==> src/rtl/anubis_pkg.sv <==
// Shared definitions for the Anubis round sequencing logic: block/key-index
// widths, the default round count and the sequencer FSM state type.
package anubis_pkg;

  localparam int BLOCK_W            = 128;
  localparam int KEY_IDX_W          = 4;
  localparam int NUM_ROUNDS_DEFAULT = 12;

  typedef enum logic [2:0] {
    S_IDLE,
    S_KEY0,
    S_WHITEN,
    S_FETCH,
    S_LOAD,
    S_RUN,
    S_DONE
  } seq_state_t;

endpackage

==> src/rtl/anubis_round_timer.sv <==
// Saturating cycle counter with synchronous clear and a terminal-count flag.
// Shared between the round sequencer and the key-schedule sequencer.
module anubis_round_timer #(
  parameter int WIDTH = 4,
  parameter int LIMIT = 4
) (
  input  logic             clk,
  input  logic             reset,
  input  logic             clear,
  input  logic             enable,
  output logic [WIDTH-1:0] count,
  output logic             done
);

  localparam logic [WIDTH-1:0] LIMIT_V = WIDTH'(LIMIT);

  always_ff @(posedge clk) begin
    if (reset) begin
      count <= '0;
    end else if (clear) begin
      count <= '0;
    end else if (enable && (count != LIMIT_V)) begin
      count <= count + 1'b1;
    end
  end

  assign done = (count == LIMIT_V);

endmodule

==> src/rtl/anubis_round_sequencer.sv <==
// Drives the Anubis round datapath: key whitening, per-round key fetch and
// load, feedback of each round result, and ciphertext hand-off.
module anubis_round_sequencer
  import anubis_pkg::*;
#(
  parameter int NUM_ROUNDS   = NUM_ROUNDS_DEFAULT,
  parameter int ROUND_CYCLES = 4
) (
  input  logic                 clk,
  input  logic                 reset,
  input  logic                 start,
  output logic                 ready,
  input  logic [BLOCK_W-1:0]   plain_text_in,
  output logic [BLOCK_W-1:0]   cipher_out,
  output logic                 cipher_valid,
  input  logic                 cipher_ack,
  output logic                 key_rd,
  output logic [KEY_IDX_W-1:0] key_addr,
  input  logic [BLOCK_W-1:0]   key_data,
  output logic                 load_text,
  output logic [KEY_IDX_W-1:0] round_number,
  output logic [KEY_IDX_W-1:0] counter,
  output logic [BLOCK_W-1:0]   round_plain_text,
  output logic [BLOCK_W-1:0]   round_key,
  input  logic [BLOCK_W-1:0]   round_cipher_text
);

  localparam logic [KEY_IDX_W-1:0] LAST_ROUND = KEY_IDX_W'(NUM_ROUNDS);

  seq_state_t             cur, nxt;
  logic [BLOCK_W-1:0]     text_q;
  logic [BLOCK_W-1:0]     key_hold;
  logic [KEY_IDX_W-1:0]   r_q;
  logic                   round_done;
  logic                   timer_clear;
  logic                   timer_en;

  // The counter reads 0 in the load-pulse cycle, so it reaches ROUND_CYCLES
  // exactly ROUND_CYCLES cycles after load_text.
  assign timer_clear = (cur == S_FETCH);
  assign timer_en    = (cur == S_LOAD) || (cur == S_RUN);

  anubis_round_timer #(
    .WIDTH (KEY_IDX_W),
    .LIMIT (ROUND_CYCLES)
  ) u_timer (
    .clk    (clk),
    .reset  (reset),
    .clear  (timer_clear),
    .enable (timer_en),
    .count  (counter),
    .done   (round_done)
  );

  always_comb begin
    nxt = cur;
    case (cur)
      S_IDLE:   if (start) nxt = S_KEY0;
      S_KEY0:   nxt = S_WHITEN;
      S_WHITEN: nxt = S_FETCH;
      S_FETCH:  nxt = S_LOAD;
      S_LOAD:   nxt = S_RUN;
      S_RUN:    if (round_done) nxt = (r_q == LAST_ROUND) ? S_DONE : S_FETCH;
      S_DONE:   if (cipher_ack) nxt = S_IDLE;
      default:  nxt = S_IDLE;
    endcase
  end

  always_comb begin
    key_rd   = 1'b0;
    key_addr = '0;
    if (cur == S_KEY0) begin
      key_rd = 1'b1;
    end else if (cur == S_FETCH) begin
      key_rd   = 1'b1;
      key_addr = r_q;
    end
  end

  // Key RAM data only exists during LOAD; pass it straight through then so the
  // key is already present alongside the load pulse, and hold it afterwards.
  assign round_key = (cur == S_LOAD) ? key_data : key_hold;

  always_ff @(posedge clk) begin
    if (reset) begin
      cur              <= S_IDLE;
      ready            <= 1'b1;
      cipher_valid     <= 1'b0;
      load_text        <= 1'b0;
      cipher_out       <= '0;
      round_number     <= '0;
      round_plain_text <= '0;
      key_hold         <= '0;
      text_q           <= '0;
      r_q              <= '0;
    end else begin
      cur          <= nxt;
      ready        <= (nxt == S_IDLE);
      cipher_valid <= (nxt == S_DONE);
      load_text    <= (cur == S_FETCH);
      case (cur)
        S_IDLE: begin
          if (start) begin
            text_q <= plain_text_in;
            r_q    <= KEY_IDX_W'(1);
          end
        end
        S_WHITEN: text_q <= text_q ^ key_data;
        S_FETCH: begin
          round_plain_text <= text_q;
          round_number     <= r_q;
        end
        S_LOAD: key_hold <= key_data;
        S_RUN: begin
          if (round_done) begin
            text_q <= round_cipher_text;
            if (r_q == LAST_ROUND) begin
              cipher_out <= round_cipher_text;
            end else begin
              r_q <= r_q + 1'b1;
            end
          end
        end
        default: ;
      endcase
    end
  end

endmodule

==> config.mk <==
export PLATFORM = sky130hd
export DESIGN_NAME = anubis_round_sequencer
export DESIGN_NICKNAME = d
export VERILOG_FILES = /design/src/rtl/anubis_pkg.sv /design/src/rtl/anubis_round_timer.sv /design/src/rtl/anubis_round_sequencer.sv
export SDC_FILE = /design/constraint.sdc
export NUM_CORES = 1
export LEC_CHECK = 0
export CAP_MARGIN = 20
export CORE_AREA = 2 2 304 306
export CTS_BUF_LIST = sky130_fd_sc_hd__clkbuf_16
export DETAILED_ROUTE_END_ITERATION = 8
export DIE_AREA = 0 0 306 308
export PLACE_DENSITY = 0.6
export SLEW_MARGIN = 10
export SYNTH_ARGS = -nofsm -noshare
export SYNTH_HDL_FRONTEND = slang
export SYNTH_SLANG_ARGS = --single-unit
==> constraint.sdc <==
create_clock -name clk -period 4.7 [get_ports clk]
set_input_delay 1.175 -clock clk [delete_from_list [all_inputs] [get_ports clk]]
set_output_delay 1.175 -clock clk [all_outputs]
set_load 0.01 [all_outputs]
==> results by group <==
Clocking
  – Clock Sinks: 530
  – Clk buf depth: 3
  – PostCTS Resize Cnt: 0
  – CTS tree: built
  – Postcts setup bufs: 0
  – Clk slew on worst S/H paths: 60 ps
  – CTS Hold Buffers Added: 0
  – CTS buffer count: 67
  – Root Buffer: clkbuf_16
  – Clk_lat worst skew: 620 ps
  – H-tree Lvls: 3

Power and ir drop
  – Cell Int Power: 9.62 mW
  – Switching share of power: 31.0%
  – Combinational power share: 26.3%
  – Clk pwr share: 36.9%
  – Worst VDD drop: 0.246 mV
  – PwrDens: 420 mW/mm²
  – Sequential Power Share: 36.8%
  – Net Sw Power: 4.33 mW
  – Leakage: 11.9 nW

Cells and area
  – Fin nets: 3567
  – Register area: 0.0106 mm²
  – Commonest non-fill, non-tap cell in the layout: clkdlybuf4s50_1
  – Fraction of layout cells with a size suffix above 1: 5.18%
  – Filler Cell Count: 9299
  – Most frequent cells in the layout: clkdlybuf4s50_1 (786), dfxtp_1 (530), nand2_1 (521)
  – Area of the multi-input gates: 0.0101 mm²
  – Fin cells: 4415
  – Area growth, synth to finish: 50.0%
  – Final Core Density: 36.5%

Critical path
  – Setup crit end kind: output port
  – Worst EP required: 3520 ps
  – R2r setup slk: 1730 ps
  – Kind of critical path: flop to output port
  – RR Endpoint: text_q[106]
  – CP Cell Sequence: nor2b_2 > and2b_4 > buf_12 > mux2_1 > clkdlybuf4s50_1
  – Worst R2R Path Depth: 5
  – Worst path slowest cell: clkdlybuf4s50_1
  – Max incr delay on CP: 510 ps
  – CP Max Fanout: 60
  – Worst setup SP type: flop
  – Reg2reg start: cur[1]
  – Crit path DAT: 3140 ps

Yosys
  – Flops & latches, synth: 530
  – Count of different cell masters after synthesis: 43
  – Synthesized instance count: 2500
  – Largest area contributor in the netlist: dfxtp_1
  – Synth top area share: 47.9%
  – Ys async rst share: 0%
  – Largest cells by area after synthesis: dfxtp_1 (48%), nand2_1 (8.9%), a21oi_1 (6.0%)
  – Warnings, synthesis: 0
  – Syn avg cell area: 8.86 µm²
  – Post-synth EDFFs: 0
  – Seq/Total Area, Yosys: 47.9%
  – Mapped cell area: 0.0221 mm²
  – Post-Syn Nets: 2892
  – Top FF cell, synth: dfxtp_1

Worst hold path
  – Cell depth of the worst min-delay path: 2
  – Worst hold start: text_q[46]
  – Hold crit path type: flop to flop
  – Sink of the worst hold path: round_plain_text[46]

Timing
  – Maximum clock rate: 232 MHz
  – Setup-failing EPs final: 0
  – Final Hold Slack: 444 ps
  – Max Slew Vio Count: 0
  – Worst clock skew: 32.0 ps
  – RSZ-0062 raised after global routing: false
  – Final TNS setup: 0 ps
  – Worst Tran Pin Value: 1080 ps
  – Relative slew slack: 27.7%
  – Count of final hold-check violations: 0
  – Period utilisation layout: 91.8%
  – Final min period: 4310 ps

Die
  – Core box area: 0.0910 mm²
  – Starting density of the core: 24.3%
  – DIE WIDTH: 306 µm
  – Die area: 0.0942 mm²
  – Floorplan row count: 111
  – Top Ports: 788
  – Die Span Y: 308 µm

GRT
  – Vias in the first global route: 20800
  – Initial antenna violation count: 8
  – Overall Global Routing Usage: 19.2%
  – Largest net degree at the start of global routing: 168
  – First-pass GRT wire length: 138 mm
  – Overflow left after global routing: 0

Route
  – Via count: 21300
  – Drt wl/cell: 21.4 µm
  – Iteration-0 DRC Markers: 1402
  – Remaining DRCs: 0
  – Total Wirelength: 94.6 mm
  – Vias per inst: 4.82
  – Antenna viol nets, final: 0
  – Drt first pass iters: 6

Flow run
  – Max cap viols: 0

Placement
  – DP Cell Count: 4292
  – Post-detail-place hpwl: 64.3 mm
  – I/O Buffers: 787
  – GP Congestion: 0.845

Outcome
  – Status: completed
[synthesized netlist by cell type (all sizes together) (2+ instances only)]
cell	number
a211oi	2
o32ai	129
clkbuf	102
nor3b	2
mux2i	2
xor2	2
and3	131
a21oi	264
nand3b	2
mux2	128
nor2	9
buf	115
nor3	8
nand3	4
dfxtp	530
ha	4
inv	137
a221oi	129
xnor2	4
o21a	128
nand2	523
nor2b	130
and3b	2
[cell type report]
type                    instances  share of cell area [%]
multi-input cells            1616                    30.4
well taps                    1186                    4.47
repair buffers                823                    25.0
inverters                     137                    1.55
clock inverters                52                    1.42
flip-flops and latches        530                    32.0
clock buffers                  68                    5.12
diodes                          3                  0.0226
[metal layers]
layer,share of wire [%],vias up,track usage [%]
met4,3.3,2,7.52
met2,47,780,31.9
met1,42,10200,23.6
met5,0.021,-,0
met3,7.8,144,5.17
li1,-,10100,-
[how the worst max path moves through the flow]
stage	from	to	slack [ps]
floorplan	key_data[100]	round_key[100]	2020
global placement	key_data[2]	round_key[2]	890
detailed placement	key_data[2]	round_key[2]	880
CTS	cur[1]	round_key[33]	330
global route	cur[1]	round_key[44]	200
finish	cur[1]	round_key[33]	390
[power by group through the flow]
| stage | Sequential (mW) | Clock, mW | Combinational, mW |
|---|---|---|---|
| 3_3_place_gp | 5.22 | 0 | 3.67 |
| 3_5_place_dp | 5.23 | 0 | 3.68 |
| 6_report | 5.13 | 5.14 | 3.67 |
| 2_1_floorplan | 5.15 | 0 | 2.10 |
| 4_1_cts | 5.13 | 5.28 | 3.71 |
| 5_1_grt | 5.18 | 5.48 | 3.96 |
[flip-flops by register name, summed over array words and instances (netlist names)]
register          flops
key_hold            128
round_plain_text    128
ready                 1
r_q                   4
cur                   3
u_timer.count         4
text_q              128
cipher_out          128
cipher_valid          1
round_number          4
load_text             1
[cell families (layout without fill, tap and decap cells)]
logic type               Yosys count  in the layout  share of synthesized area, %
adder cells (fa/ha/maj)            4              4                         0.226
flip-flops                       530            530                          47.9
XOR/XNOR                           6              6                         0.237
multiplexers                     130            130                          6.60
AO/OA/AOI/OAI                    658            658                          21.1
AND/OR/NAND/NOR                  818            818                          17.1
buffers and inverters            354           1080                          6.81
other                              0              3                             0
[per-stage QoR]
step,setup WS [ps],total power [mW],cell area [µm²]
4_1_cts,333,14.1,33200
5_1_grt,199,14.6,33200
3_3_place_gp,889,8.89,31000
2_1_floorplan,2020,7.24,22100
6_report,387,13.9,33200
3_5_place_dp,882,8.91,31000
[worst max-delay path, delay by kind of cell (launching register included)]
family	cells	cell delay, ps
DFF	1	490
muxes	1	400
buffers and inverters	2	840
and+or+nand+nor	2	630
Power figures use the tool's default switching activity.
